--- src/rtl/stopwatch_pkg.sv ---
// Shared stopwatch types and defaults: state encoding seen on state_o and
// count-bus defaults shared with counterCtrl/bcdCtrl.
package stopwatch_pkg;

    typedef enum logic [1:0] {
        ST_IDLE  = 2'd0,
        ST_RUN   = 2'd1,
        ST_LAP   = 2'd2,
        ST_PAUSE = 2'd3
    } state_e;

    localparam int CNT_W_DEF   = 7;
    localparam int CNT_MAX_DEF = 99;

    function automatic logic is_running(input state_e s);
        return (s == ST_RUN) || (s == ST_LAP);
    endfunction

endpackage

--- src/rtl/stopwatch_run_ctrl_debounce.sv ---
// Button conditioner: 2-FF synchroniser, stable-sample counter and a
// single-cycle pulse on each debounced rising edge.
module btn_debounce #(
    parameter int DB_CYCLES = 1_000_000
) (
    input  logic clk,
    input  logic clr,
    input  logic btn_i,
    output logic press_o
);

    localparam int DBW = (DB_CYCLES > 1) ? $clog2(DB_CYCLES) : 1;

    logic           sync1_q, sync2_q;
    logic           level_q, level_prev_q, press_q;
    logic [DBW-1:0] stable_q;

    always_ff @(posedge clk) begin
        if (clr) begin
            sync1_q      <= 1'b0;
            sync2_q      <= 1'b0;
            level_q      <= 1'b0;
            level_prev_q <= 1'b0;
            press_q      <= 1'b0;
            stable_q     <= '0;
        end else begin
            sync1_q      <= btn_i;
            sync2_q      <= sync1_q;
            level_prev_q <= level_q;
            press_q      <= level_q & ~level_prev_q;
            // level flips only after DB_CYCLES consecutive samples disagree with it
            if (sync2_q == level_q) begin
                stable_q <= '0;
            end else if (stable_q == DBW'(DB_CYCLES - 1)) begin
                level_q  <= sync2_q;
                stable_q <= '0;
            end else begin
                stable_q <= stable_q + 1'b1;
            end
        end
    end

    assign press_o = press_q;

endmodule

--- src/rtl/stopwatch_run_ctrl.sv ---
// Run/lap/reset sequencer: debounced buttons drive the IDLE/RUN/LAP/PAUSE
// FSM, the count-tick prescaler, the counter clear pulse and the lap freeze.
module stopwatch_run_ctrl
    import stopwatch_pkg::*;
#(
    parameter int CNT_W     = CNT_W_DEF,
    parameter int CNT_MAX   = CNT_MAX_DEF,
    parameter int TICK_DIV  = 10_000_000,
    parameter int DB_CYCLES = 1_000_000,
    parameter int AUTO_STOP = 1
) (
    input  logic             clk,
    input  logic             clr,
    input  logic             btn_ss,
    input  logic             btn_lap,
    input  logic [CNT_W-1:0] cnt_in,
    output logic             cnt_tick,
    output logic             cnt_clr,
    output logic             run,
    output logic             lap_active,
    output logic [CNT_W-1:0] disp_cnt,
    output logic [1:0]       state_o
);

    localparam int PW = (TICK_DIV > 1) ? $clog2(TICK_DIV) : 1;

    logic ss_press, lap_press;

    btn_debounce #(.DB_CYCLES(DB_CYCLES)) u_db_ss (
        .clk    (clk),
        .clr    (clr),
        .btn_i  (btn_ss),
        .press_o(ss_press)
    );

    btn_debounce #(.DB_CYCLES(DB_CYCLES)) u_db_lap (
        .clk    (clk),
        .clr    (clr),
        .btn_i  (btn_lap),
        .press_o(lap_press)
    );

    state_e           state_q, state_d;
    logic [PW-1:0]    presc_q, presc_d;
    logic [CNT_W-1:0] lap_q, lap_d;
    logic             tick_q, tick_d;
    logic             cclr_q, cclr_d;
    logic             run_q, lap_active_q;
    logic             at_terminal;

    always_comb begin
        state_d     = state_q;
        presc_d     = presc_q;
        lap_d       = lap_q;
        tick_d      = 1'b0;
        cclr_d      = 1'b0;
        at_terminal = 1'b0;
        case (state_q)
            ST_IDLE: begin
                presc_d = '0;
                if (ss_press) state_d = ST_RUN;
            end
            ST_RUN, ST_LAP: begin
                if (presc_q == PW'(TICK_DIV - 1)) begin
                    presc_d = '0;
                    if ((AUTO_STOP != 0) && (cnt_in == CNT_W'(CNT_MAX))) begin
                        at_terminal = 1'b1;
                        state_d     = ST_PAUSE;
                    end else begin
                        tick_d = 1'b1;
                    end
                end else begin
                    presc_d = presc_q + 1'b1;
                end
                // terminal-count pause overrides any press on the same cycle; ss beats lap
                if (!at_terminal) begin
                    if (ss_press) begin
                        state_d = ST_PAUSE;
                    end else if (lap_press) begin
                        if (state_q == ST_RUN) begin
                            state_d = ST_LAP;
                            lap_d   = cnt_in;
                        end else begin
                            state_d = ST_RUN;
                        end
                    end
                end
            end
            ST_PAUSE: begin
                if (ss_press) begin
                    state_d = ST_RUN;
                end else if (lap_press) begin
                    state_d = ST_IDLE;
                    presc_d = '0;
                    cclr_d  = 1'b1;
                end
            end
            default: state_d = ST_IDLE;
        endcase
    end

    always_ff @(posedge clk) begin
        if (clr) begin
            state_q      <= ST_IDLE;
            presc_q      <= '0;
            lap_q        <= '0;
            tick_q       <= 1'b0;
            cclr_q       <= 1'b0;
            run_q        <= 1'b0;
            lap_active_q <= 1'b0;
        end else begin
            state_q      <= state_d;
            presc_q      <= presc_d;
            lap_q        <= lap_d;
            tick_q       <= tick_d;
            cclr_q       <= cclr_d;
            run_q        <= is_running(state_d);
            lap_active_q <= (state_d == ST_LAP);
        end
    end

    assign cnt_tick   = tick_q;
    assign cnt_clr    = cclr_q;
    assign run        = run_q;
    assign lap_active = lap_active_q;
    assign state_o    = state_q;
    assign disp_cnt   = lap_active_q ? lap_q : cnt_in;

endmodule

--- config.mk ---
export PLATFORM = sky130hd
export DESIGN_NAME = stopwatch_run_ctrl
export DESIGN_NICKNAME = d
export VERILOG_FILES = /design/src/rtl/stopwatch_pkg.sv /design/src/rtl/stopwatch_run_ctrl_debounce.sv /design/src/rtl/stopwatch_run_ctrl.sv
export SDC_FILE = /design/constraint.sdc
export NUM_CORES = 1
export LEC_CHECK = 0
export CORE_ASPECT_RATIO = 1.75
export CORE_MARGIN = 1
export CORE_UTILIZATION = 40
export DETAILED_ROUTE_END_ITERATION = 10
export PLACE_DENSITY = 0.71
export SETUP_SLACK_MARGIN = 0.3
export SYNTH_ARGS = -nofsm -noshare
export SYNTH_HDL_FRONTEND = slang
export SYNTH_SLANG_ARGS = --single-unit
--- constraint.sdc ---
create_clock -name clk -period 2.1 [get_ports clk]
set_input_delay 0.315 -clock clk [delete_from_list [all_inputs] [get_ports clk]]
set_output_delay 0.315 -clock clk [all_outputs]
set_load 0.02 [all_outputs]
==> flow_summary.yaml, run 1 <==
clocking:
  clock_tree.buffer_depth: 2
  tritoncts.num_buffers: 9
  hold_buffers: 0
  worst_skew_pair.late_latency_ns: 0.34
  count_of_clock_tree_sinks: 87
  cts_tree: "done"
  cts.reportedPaths.clkPinSlew_ns: 0.06
  htree_levels: 3
  clk_root_buffer_cell: "clkbuf_16"
route:
  num_vias: 3276
  via_per_inst: 5.17
  antenna_violating_nets_post_route: 0
  detail_route.first_pass.iterations: 4
  number_of_drc_violations_after_detailed_routing: 0
  drt_iter0_drc: 142
  totalWireLength_um: 8510
  route.detailed.wl_per_inst_um: 13.4
pwr:
  clock_power_share_pct: 48.9
  switching_power_uw: 696
  max-vdd-ir-drop_mv: 0.452
  switching_share_pct: 20.4
  totalPowerFinal_mw: 3.42
  part_of_the_power_in_registers_pct: 48.4
  pwr_density_cell_mw_per_mm2: 674
  power.internal_mw: 2.72
  pwr-share-comb_pct: 2.7
  power.leakage_nw: 1.70
die:
  placementRows: 47
  die_width_um: 77.4
  die_height_um: 134
  initial_utilization_pct: 41.7
  io-pin-count: 24
  die_area_sq_mm: 0.0104
  coreArea_sq_mm: 0.00953
yosys:
  synth_top_family_by_area: "simple AND/OR/NAND/NOR gates"
  synthArstFlopShare_pct: 0
  synthDominantCellAreaShare_pct: 43.8
  netlist_area_sq_mm: 0.00398
  yosys.cell_count.top_type: "dfxtp_1"
  synth-seq-area-share_pct: 43.8
  muxShareOfSynthArea_pct: 4.25
  compound_cell_area_share_of_the_yosys_netlist_pct: 4.69
  postSynthNetCount: 467
  ys_dominant_reg_cell: "dfxtp_1"
  synth-seq-cells: 87
  synthXorXnorAreaFrac_pct: 12.6
  synth_warnings: 0
  synth.largest_area_cell: "dfxtp_1"
  yosys-top-cells-area: "dfxtp_1 44%, nor2_1 7.4%, xor2_1 6.6%"
  avgSynthCellArea_sq_um: 8.87
  post_synth_edffs: 0
  synth_simple_gate_area_share_pct: 28.5
  yosysUniqueCellTypes: 49
  synthesis.instances: 448
  post_synth_fa_ha_maj_area_fraction_pct: 2.52
  synth_commonest_cells: "87 x dfxtp_1, 78 x nor2_1, 40 x nand2_1"
grt:
  wire_length_of_the_first_global_routing_pass_um: 14500
  grt_pass1_vias: 3325
  grt_use_total_pct: 17.5
  grt_antenna_before_repair: 0
  grt_start_max_net_pins: 27
  grt_overflow: 0
flow_run:
  timing.max_cap.violations: 0
setup_path:
  critical-path-max-stage-delay_ns: 0.49
  worstSetupEndpointType: "flop"
  critical_path.max_fanout: 4
  path_cells: "ha_4 > nand4_1 > or4_4 > o31ai_4 > a211o_1 > o211ai_1 > ha_1 > nor2_1"
  worstSetupPathDepth: 8
  critical-path-top-delay-family: "simple AND/OR/NAND/NOR gates"
  timing.critical_path.arrival_ns: 2.25
  critical_path.n_buffers_inverters: 0
  required_ns: 2.34
  launching_element_type_of_the_critical_path: "flop"
  r2r_cells: 8
  crit_path_top_delay_cell: "or4_4"
  criticalPathCategory: "reg -> reg"
layout:
  flow.area_growth_from_synthesis_pct: 27.5
  post_route_cells_drive_above_1_share_pct: 19.1
  final_nets: 526
  fillers: 862
  instances_no_fill: 634
  antenna-diode-count: 0
hold_path:
  timing.hold.worst.class: "reg -> reg"
  hold_depth: 1
placement:
  port-buffer-count: 23
  finalWeightedCongestion: 0.779
  place.detailed.instances: 603
  post-dp-hpwl_um: 5670
sta:
  rsz_0062_raised_after_global_routing: "yes"
  timing.final.crit_share_pct: 95.9
  finalMaxSlewViolations: 0
  count_of_endpoints_failing_hold_in_the_final_timing_report: 0
  shortest_period_the_worst_path_allows_ns: 2.01
  timing.clock.skew_ns: 0.00500
  worst_slew_margin_rel_pct: 54.4
  setup_viol: 0
  worst_pin_slew_ns: 0.682
  max_freq_ghz: 0.497
outcome:
  outcome: "finished clean"
-- worst paths after layout --
kind                                            start                to  slack, ns
worst min-delay path            u_db_lap.level_prev_q  u_db_lap.press_o       0.39
worst max-delay path                       presc_q[0]               run       0.09
worst min register to register  u_db_lap.level_prev_q  u_db_lap.press_o       0.39
worst max register to register             presc_q[0]               run       0.09
-- placed cells by master (no fill, tap or decap), types with 2 or more instances in the layout --
master           netlist  final
nor2b_1               11     11
mux2_2                 7      7
dfxtp_4                0      3
or3_1                  3      2
dfxtp_2                0      8
nand3b_1               2      2
a21oi_1                7      7
nor2_1                78     74
nor4_1                 4      2
mux2i_1                9      9
buf_4                  1     37
nor3_1                12     12
nor2_2                 0      4
buf_12                 0      3
a211o_1                2      2
nand2b_1               2      2
ha_1                   8      7
o21ai_0                2      2
or4_1                  2      2
nor4b_1                4      2
nand2_1               40     40
nand3_1               23     23
and3_1                 5      5
or3_4                  0      3
a21o_1                 2      2
and2_1                 2      2
inv_1                 14     14
xor2_1                30     30
nand4_1               22     22
clkbuf_8               0      3
a2111oi_4              1      2
dfxtp_1               87     76
nor4_2                 1      2
clkdlybuf4s50_1        0     21
and4_1                 7      7
xnor2_1               27     27
clkbuf_16              0      9
-- layer usage --
metal  global-route usage, %  up-vias  share of wire (%)
li1                        -     1653                  -
met1                    17.1     1556                 39
met2                    34.1       52                 56
met3                    3.47       15                2.6
met4                    8.39        0                2.3
met5                       0        -                  0
-- worst register-to-register path, cell delays in order, from the launching register on --
cell      delay, ns
dfxtp_4        0.36
ha_4           0.13
nand4_1        0.12
or4_4          0.49
o31ai_4        0.22
a211o_1        0.17
o211ai_1       0.10
ha_1           0.29
nor2_1         0.04
-- through the flow --
| step | hold slack (ns) | utilization, % | cell area, sq um | setup slack, ns | TNS, ns |
|---|---|---|---|---|---|
| floorplan | 0.367 | - | 4010 | 0.191 | 0 |
| global placement | 0.376 | 47.6 | 4540 | -0.408 | -3.69 |
| detailed placement | 0.383 | 47.6 | 4540 | -0.496 | -4.15 |
| CTS | 0.395 | 52.4 | 4990 | 0.0931 | 0 |
| global route | 0.393 | 53.2 | 5070 | 0.00599 | 0 |
| finish | 0.392 | 53.2 | 5070 | 0.0862 | 0 |
-- power groups by stage --
stage	registers (mW)	clock network, mW	logic (mW)
global route	1.65	1.77	0.101
detailed placement	1.69	0	0.0892
CTS	1.65	1.70	0.0922
finish	1.65	1.67	0.0935
global placement	1.69	0	0.0880
floorplan	1.69	0	0.0409
-- state kept, by name (all words and copies together) (netlist names), 2 cells and up --
| name | flops |
|---|---|
| u_db_ss.stable_q | 20 |
| state_o | 2 |
| lap_q | 7 |
| u_db_lap.stable_q | 20 |
| presc_q | 24 |
-- cell families after synthesis --
group / after synthesis
multiplexers: 16
buffers and inverters: 31
adder cells (fa/ha/maj): 8
AND/OR/NAND/NOR: 226
flip-flops: 87
AO/OA/AOI/OAI: 23
XOR/XNOR: 57
-- timing repair --
item | in CTS | in global routing
cloned | 2 | 0
endpoints found under the setup margin | 80 | 80
resized for setup | 13 | 18
buffers inserted | 10 | 3
pin swaps | 7 | 8
-- area by class of cell --
cell class	instances	area, sq um	area share [%]
clock inverter	4	51.3	1.01
timing repair buffer	63	562	11.1
tap	122	153	3.01
sequential	87	1760	34.8
inverter	14	52.6	1.04
clock buffer	12	267	5.26
multi-input combinational	332	2220	43.8
Note: power is estimated with default switching activity, not from simulation.
==> inputs of run 2 (changes only) <==
Settings changed: SLEW_MARGIN set to 10.
==> results of run 2 <==
Same layout as run 1: the final DEF is identical, and so are final timing and power.
==> inputs of run 3 (changes only) <==
Settings changed: CORE_UTILIZATION 40 to 30, CTS_CLUSTER_DIAMETER set to 100, GPL_ROUTABILITY_DRIVEN set to 0, PLACE_DENSITY 0.71 to 0.59.
==> run 3 against run 2 <==
Against the previous run:
- sequential share of layout area down 1.6 points
- highest routed layer unchanged
- non-clock buffer count up 4
- worst hold slack worse by 0.0024 ns
==> flow_summary.yaml, run 3 (synthesized netlist as in run 1, its figures left out) <==
pwr:
  pwr_density_cell_mw_per_mm2: 664
  power.leakage_nw: 1.78
  clock_power_share_pct: 49.8
  totalPowerFinal_mw: 3.50
  power.internal_mw: 2.78
  switching_share_pct: 20.6
  max-vdd-ir-drop_mv: 0.434
  switching_power_uw: 719
  pwr-share-comb_pct: 2.8
  part_of_the_power_in_registers_pct: 47.4
sta:
  rsz_0062_raised_after_global_routing: "yes"
  timing.final.crit_share_pct: 95.5
  timing.clock.skew_ns: 0.00674
  shortest_period_the_worst_path_allows_ns: 2.01
  count_of_endpoints_failing_hold_in_the_final_timing_report: 0
  setup_viol: 0
  hold_ws_ns: 0.390
  finalMaxSlewViolations: 0
  worst_slew_margin_rel_pct: 69.1
  tns_ns: 0
  finalWorstSetupSlack_ns: 0.0937
  max_freq_ghz: 0.498
  worst_pin_slew_ns: 0.463
setup_path:
  launching_element_type_of_the_critical_path: "flop"
  critical-path-max-stage-delay_ns: 0.59
  critical_path.max_fanout: 3
  critical_path.n_buffers_inverters: 0
  crit_path_top_delay_cell: "or4_4"
  worstSetupEndpointType: "flop"
  criticalPathCategory: "reg -> reg"
  timing.critical_path.arrival_ns: 2.29
  path_cells: "nand4b_1 > or4_4 > o31ai_4 > a211o_1 > o211ai_1 > ha_1 > nor2_1"
  critical-path-top-delay-family: "simple AND/OR/NAND/NOR gates"
  required_ns: 2.38
flow_run:
  timing.max_cap.violations: 0
route:
  totalWireLength_um: 9010
  detail_route.first_pass.iterations: 4
  num_vias: 3364
  wl_met3_um: 236
  dr_wl_met2_um: 4960
  m1WireLength_um: 3600
  via_per_inst: 4.89
  route.detailed.wl_per_inst_um: 13.1
  antenna_violating_nets_post_route: 0
  drt_iter0_drc: 81
  number_of_drc_violations_after_detailed_routing: 0
  topRoutingLayerUsed: "met4"
clocking:
  clk_root_buffer_cell: "clkbuf_16"
  htree_levels: 3
  count_of_clock_tree_sinks: 87
  worst_skew_pair.late_latency_ns: 0.34
  cts.reportedPaths.clkPinSlew_ns: 0.06
  clock_tree.buffer_depth: 2
  cts_tree: "done"
  tritoncts.num_buffers: 9
  hold_buffers: 0
die:
  die_height_um: 154
  coreArea_sq_mm: 0.0129
  die_width_um: 89.0
  initial_utilization_pct: 30.7
  placementRows: 55
  die_area_sq_mm: 0.0137
  io-pin-count: 24
grt:
  grt_pass1_vias: 3396
  grt_antenna_before_repair: 0
  wire_length_of_the_first_global_routing_pass_um: 15000
  grt_overflow: 0
  grt_start_max_net_pins: 21
  grt_use_total_pct: 13.8
layout:
  finish.utilization_pct: 40.7
  final_nets: 531
  final_area_sq_mm: 0.00527
  instances_no_fill: 688
  largest-register: "presc_q"
  antenna-diode-count: 0
  post_route_cells_drive_above_1_share_pct: 21.5
  reg.largest.list: "presc_q: 24 flops, u_db_lap.stable_q: 20 flops, u_db_ss.stable_q: 20 flops"
  layout.cells.most_common: "dfxtp_1"
  layout.cells.most_common_list: "80 x dfxtp_1, 64 x nor2_1, 40 x nand2_1"
  flow.area_growth_from_synthesis_pct: 32.5
  largest_register_ffs: 24
placement:
  place.detailed.instances: 653
  post-dp-hpwl_um: 6000
  port-buffer-count: 23
  placed_area_sq_mm: 0.00461
  dp_slack_ns: -0.347
outcome:
  outcome: "finished clean"
hold_path:
  timing.hold.worst.class: "reg -> reg"
-- run 3: changes by cell type in the layout (fill, tap and decap cells not counted), moves of 2 or more --
cell | previous run | this run
buf_4 | 37 | 34
nor2_2 | 4 | 11
or3_4 | 3 | 5
dfxtp_4 | 3 | 0
buf_6 | 0 | 7
nor2_4 | 0 | 3
clkdlybuf4s50_1 | 21 | 17
dlygate4sd2_1 | 1 | 5
nor2_1 | 74 | 64
dfxtp_1 | 76 | 80
clkbuf_8 | 3 | 1
-- run 3: path summary, 6_finish.rpt --
| path | start | endpoint | slack (ns) | cells past startpoint |
|---|---|---|---|---|
| worst max register to register | presc_q[14] | run | 0.09 | 7 |
| worst min register to register | u_db_ss.level_prev_q | u_db_ss.press_o | 0.39 | 1 |
| worst min-delay path | u_db_ss.level_prev_q | u_db_ss.press_o | 0.39 | 1 |
| worst max-delay path | presc_q[14] | run | 0.09 | 7 |
-- run 3: repair_timing --
item | in CTS | in global routing
setup buffers | 11 | 3
cloned | 3 | 2
pin swaps | 26 | 6
endpoints found under the setup margin | 80 | 83
resized for setup | 27 | 29
-- run 3: final cells by class --
class,count,area (sq um)
Fill cell,1325,7670
Multi-Input combinational cell,333,2310
Sequential cell,87,1750
Timing Repair Buffer,67,621
Clock buffer,11,243
Tap cell,171,214
Clock inverter,5,81.3
Inverter,14,52.6
-- run 3: power by group through the flow --
stage	Clock, mW	Sequential, mW	Combinational [mW]
after CTS	1.77	1.66	0.0967
after floorplan	0	1.69	0.0409
final	1.74	1.66	0.0986
after detailed placement	0	1.69	0.0918
after global placement	0	1.69	0.0919
after global routing	1.84	1.66	0.105
-- run 3: routing by layer --
layer	vias to the layer above	track usage (%)
li1	1667	-
met1	1626	14.4
met2	51	25.6
met3	20	2.35
met4	0	6.88
met5	-	0
